File: src/rtl/tdm_demux_4ch.sv
// Four-channel TDM demultiplexer: collects slot-serial words into holding
// registers and publishes all four channels together when a frame completes.
module tdm_demux_4ch #(
    parameter int WIDTH = 8
) (
    input  logic             clk,
    input  logic             rst,
    input  logic [WIDTH-1:0] din,
    input  logic             din_valid,
    input  logic             frame_sync,
    output logic [WIDTH-1:0] ch0,
    output logic [WIDTH-1:0] ch1,
    output logic [WIDTH-1:0] ch2,
    output logic [WIDTH-1:0] ch3,
    output logic             frame_valid,
    output logic [1:0]       slot,
    output logic             locked,
    output logic             sync_err
);

    typedef enum logic [0:0] {
        ST_HUNT   = 1'b0,
        ST_LOCKED = 1'b1
    } state_t;

    state_t           state_q;
    logic [1:0]       slot_q;
    logic [WIDTH-1:0] hold0_q;
    logic [WIDTH-1:0] hold1_q;
    logic [WIDTH-1:0] hold2_q;
    logic [WIDTH-1:0] ch0_q;
    logic [WIDTH-1:0] ch1_q;
    logic [WIDTH-1:0] ch2_q;
    logic [WIDTH-1:0] ch3_q;
    logic             frame_valid_q;
    logic             sync_err_q;

    // Framing FSM, slot counter, holding registers and published channels.
    always_ff @(posedge clk or posedge rst) begin
        if (rst) begin
            state_q       <= ST_HUNT;
            slot_q        <= 2'd0;
            hold0_q       <= '0;
            hold1_q       <= '0;
            hold2_q       <= '0;
            ch0_q         <= '0;
            ch1_q         <= '0;
            ch2_q         <= '0;
            ch3_q         <= '0;
            frame_valid_q <= 1'b0;
            sync_err_q    <= 1'b0;
        end else begin
            frame_valid_q <= 1'b0;
            sync_err_q    <= 1'b0;
            if (din_valid) begin
                case (state_q)
                    ST_HUNT: begin
                        if (frame_sync) begin
                            hold0_q <= din;
                            slot_q  <= 2'd1;
                            state_q <= ST_LOCKED;
                        end else begin
                            slot_q  <= 2'd0;
                        end
                    end
                    ST_LOCKED: begin
                        if (frame_sync) begin
                            // A sync anywhere but slot 0 aborts the partial frame and restarts.
                            sync_err_q <= (slot_q != 2'd0);
                            hold0_q    <= din;
                            slot_q     <= 2'd1;
                        end else begin
                            case (slot_q)
                                2'd0: begin
                                    sync_err_q <= 1'b1;
                                    slot_q     <= 2'd0;
                                    state_q    <= ST_HUNT;
                                end
                                2'd1: begin
                                    hold1_q <= din;
                                    slot_q  <= 2'd2;
                                end
                                2'd2: begin
                                    hold2_q <= din;
                                    slot_q  <= 2'd3;
                                end
                                2'd3: begin
                                    ch0_q         <= hold0_q;
                                    ch1_q         <= hold1_q;
                                    ch2_q         <= hold2_q;
                                    ch3_q         <= din;
                                    frame_valid_q <= 1'b1;
                                    slot_q        <= 2'd0;
                                end
                                default: begin
                                    slot_q  <= 2'd0;
                                    state_q <= ST_HUNT;
                                end
                            endcase
                        end
                    end
                    default: begin
                        slot_q  <= 2'd0;
                        state_q <= ST_HUNT;
                    end
                endcase
            end else begin
                slot_q <= slot_q;
            end
        end
    end

    assign ch0         = ch0_q;
    assign ch1         = ch1_q;
    assign ch2         = ch2_q;
    assign ch3         = ch3_q;
    assign frame_valid = frame_valid_q;
    assign sync_err    = sync_err_q;
    assign slot        = slot_q;
    assign locked      = (state_q == ST_LOCKED);

endmodule

File: config.mk
export PLATFORM = sky130hd
export DESIGN_NAME = tdm_demux_4ch
export DESIGN_NICKNAME = d
export VERILOG_FILES = /design/src/rtl/tdm_demux_4ch.sv
export SDC_FILE = /design/constraint.sdc
export NUM_CORES = 1
export LEC_CHECK = 0
export CORE_MARGIN = 2
export CORE_UTILIZATION = 42
export CTS_BUF_LIST = sky130_fd_sc_hd__clkbuf_8
export DETAILED_ROUTE_END_ITERATION = 16
export GPL_TIMING_DRIVEN = 0
export PLACE_DENSITY = 0.67
export REMOVE_ABC_BUFFERS = 1
export SLEW_MARGIN = 15
export SYNTH_ARGS = -nofsm -noshare
export SYNTH_HDL_FRONTEND = slang
export SYNTH_SLANG_ARGS = --single-unit
File: constraint.sdc
create_clock -name clk -period 2.1 [get_ports clk]
set_input_delay 0.21 -clock clk [delete_from_list [all_inputs] [get_ports clk]]
set_output_delay 0.21 -clock clk [all_outputs]
set_load 0.005 [all_outputs]
==> impl_metrics.json <==
{
  "outcome": "completed",
  "synth_simple_gate_area_share_pct": 3.33,
  "die_height_um": 79.7,
  "setup_viol_count_final": 0,
  "maxClockFrequency_mhz": 525,
  "post-route-min-period_ns": 1.91,
  "critPathArrivalTime_ns": 2.10,
  "final-max-slew-violation-count": 0,
  "finalCritPeriodShare_pct": 90.7,
  "leakagePower_uw": 0.00145,
  "synth_compound_gate_area_share_pct": 1.09,
  "synth_async_sr_flop_share_pct": 100,
  "die_area_um2": 6350,
  "core_area_um2": 5510,
  "required_ns": 2.30,
  "synthesis.area_per_instance_um2": 16.5,
  "synthMuxAreaShare_pct": 26.2,
  "ff_latch_area_um2": 1530,
  "post_cts_buffers": 0,
  "whs_ns": 0.225,
  "final_core_utilization_pct": 57.0,
  "maxCapViolations": 0,
  "synthMostInstantiatedCell": "sky130_fd_sc_hd__dfrtp_1",
  "port_buffers": 48,
  "tritoncts": "built",
  "syn_to_final_growth_pct": 30.4,
  "power.sequential.fraction_pct": 46.6,
  "hp-class": "input port to asynchronous set/reset pin",
  "power.density_cell_area_nw_per_um2": 1280,
  "finalClockSkew_ns": 0.00517,
  "routabilityCongestion": 0.802,
  "ys.flop_type": "sky130_fd_sc_hd__dfrtp_1",
  "floorplan.initialDensity_pct": 43.7,
  "num-fill-cells": 440,
  "vdd.ir_drop.worst_v": 0.000737,
  "synth.cell_area_um2": 2410,
  "cts_buffers": 9,
  "reg_clk_slew_reported_paths_ns": 0.06,
  "worstSetupPathType": "input port to register",
  "nets": 219,
  "detail_route.first_pass.iterations": 4,
  "multi_input_comb_area_um2": 812,
  "cellInternalPower_uw": 3050,
  "via_count_of_the_first_global_routing_pass": 1442,
  "synth.area.top_cells": "sky130_fd_sc_hd__dfrtp_1 (63%), sky130_fd_sc_hd__mux2_2 (25%), sky130_fd_sc_hd__ha_1 (3.1%), sky130_fd_sc_hd__buf_6 (1.4%), sky130_fd_sc_hd__nand4b_2 (1.2%)",
  "power.combinational.fraction_pct": 30.0,
  "crit_path_launch_type": "input port",
  "number_of_antenna_violations_at_the_first_check_in_global_routing": 0,
  "report.power.total_uw": 4030,
  "post_synthesis_sequential_element_count": 61,
  "antennaDiodeCount": 0,
  "synth-edff-count": 0,
  "drt.antenna.violating_nets": 0,
  "netlist_top_cells_count": "sky130_fd_sc_hd__dfrtp_1 (61), sky130_fd_sc_hd__mux2_2 (54), sky130_fd_sc_hd__ha_1 (6)",
  "cts_repair_resize_count": 0,
  "finalWirelength_um": 4290,
  "grt.overflow.total": 0,
  "switching_power_uw": 977,
  "synth_largest_type_area_fraction_pct": 63.4,
  "remaining_drc_errors": 0,
  "adder_cell_fraction_of_synth_area_pct": 3.12,
  "synthXorXnorAreaFrac_pct": 0,
  "synthesis.yosys.warnings": 0,
  "design.portCount": 49,
  "synth_sequential_area_ratio_pct": 63.4,
  "main_combinational_cell_family_by_area_after_synthesis": "multiplexers",
  "ctsLongestPathBuffers": 2,
  "global_route_wire_length_before_repair_um": 7130,
  "transition_time_of_the_tightest_slew_check_pin_ns": 0.626,
  "grtUsageTotal_pct": 15.3,
  "finalHoldViolations": 0,
  "die_width_um": 79.7,
  "grt_start_max_net_pins": 42,
  "netlist.top_cell.by_area": "sky130_fd_sc_hd__dfrtp_1",
  "sw_frac_of_total_pct": 24.3,
  "num_rows": 27,
  "pwr-share-clk_pct": 23.4,
  "worstSkewPairLatency_ns": 0.32,
  "post_drt_via_cell_ratio": 4.86,
  "ys_types": 16,
  "route.detailed.wl_per_inst_um": 15.4,
  "clock-sinks": 61,
  "layout-drive-gt1-share_pct": 35.4,
  "critical_path.max_fanout": 33,
  "cts.hold.buffers_added": 0,
  "rsz0062_at_grt": "false",
  "dr_total_vias": 1350,
  "htree_num_levels": 3,
  "place.detailed.hpwl_um": 2930,
  "worstSetupEndpointType": "register",
  "drt-initial-drc-count": 43,
  "cts_root_buffer": "sky130_fd_sc_hd__clkbuf_8",
  "syn_inst": 146,
  "worst_slew_margin_rel_pct": 58.2
}
metal layers:
metal / GRT usage [%] / vias up / part of all wire (%) / wire length [µm]
met1: 19.4 / 684 / 45 / 1910
met2: 23.5 / 36 / 48 / 2080
met3: 4.19 / 6 / 6.0 / 256
met5: 0 / - / 0 / 0
li1: - / 624 / - / -
met4: 8.79 / 0 / 1.1 / 48
registers in the layout, summed over array words and instances, names as in the netlist, 2 cells and up:
register and cells:
slot 2, hold1_q 8, ch0 8, ch3 8
hold0_q 8, hold2_q 8, ch2 8, ch1 8
stage by stage:
step / TNS (ns) / instance area [µm²] / std cells / worst slack (ns)
finish: 0 / 3140 / 278 / 0.195
global route: 0 / 3140 / 278 / 0.0872
CTS: 0 / 3140 / 278 / 0.179
detailed placement: -4.02 / 2950 / 262 / -0.181
global placement: -33.29 / 2930 / 261 / -0.522
floorplan: 0 / 2360 / 141 / 0.377
path summary, 6_finish.rpt:
check / startpoint / endpoint / slack [ns] / depth (start not counted)
max in group asynchronous: rst / hold2_q[7] / 1.31 / 3
worst min-delay path: rst / ch1[5] / 0.22 / 2
worst max-delay path: din_valid / ch3[4] / 0.19 / 3
worst min register to register: ch3[0] / ch3[0] / 0.49 / 1
min in group clk: ch3[0] / ch3[0] / 0.49 / 1
worst max register to register: slot[1] / ch3[4] / 0.29 / 3
cell families after synthesis:
group,Yosys count
simple gates,8
fa+ha+maj,6
flops,61
buf+inv,10
compound gates,5
mux,56
cells in the final DEF, fill, tap and decap left out:
| cell type | n |
|---|---|
| sky130_fd_sc_hd__a21oi_1 | 3 |
| sky130_fd_sc_hd__a31oi_1 | 1 |
| sky130_fd_sc_hd__buf_12 | 1 |
| sky130_fd_sc_hd__clkbuf_8 | 13 |
| sky130_fd_sc_hd__clkdlybuf4s50_1 | 48 |
| sky130_fd_sc_hd__dfrtp_1 | 61 |
| sky130_fd_sc_hd__ha_1 | 6 |
| sky130_fd_sc_hd__inv_1 | 7 |
| sky130_fd_sc_hd__inv_2 | 1 |
| sky130_fd_sc_hd__mux2_1 | 2 |
| sky130_fd_sc_hd__mux2_2 | 54 |
| sky130_fd_sc_hd__nand2_1 | 1 |
| sky130_fd_sc_hd__nand2_2 | 1 |
| sky130_fd_sc_hd__nand4b_1 | 1 |
| sky130_fd_sc_hd__nand4b_2 | 2 |
| sky130_fd_sc_hd__nand4b_4 | 1 |
| sky130_fd_sc_hd__nor2_1 | 2 |
| sky130_fd_sc_hd__o21ai_0 | 1 |
power groups by stage:
stage / sequential, µW / combinational (µW) / clock [µW]
final: 1880 / 1210 / 941
after floorplan: 1880 / 465 / 0
after detailed placement: 1910 / 1230 / 0
after global routing: 1950 / 1320 / 1040
after global placement: 1880 / 1190 / 0
after CTS: 1890 / 1240 / 972
critical path: stages:
cell and delay [ns]:
sky130_fd_sc_hd__clkdlybuf4s50_1 0.75, sky130_fd_sc_hd__nand4b_4 0.60, sky130_fd_sc_hd__mux2_1 0.52
layout make-up:
class / count / area share, %
clock inverter: 3 / 0.359
inverter: 5 / 0.598
sequential: 61 / 48.6
tap: 72 / 2.87
timing repair buffer: 49 / 15.9
multi-input combinational: 75 / 25.9
clock buffer: 13 / 5.70
No activity file was read; power rests on OpenSTA's default activity.
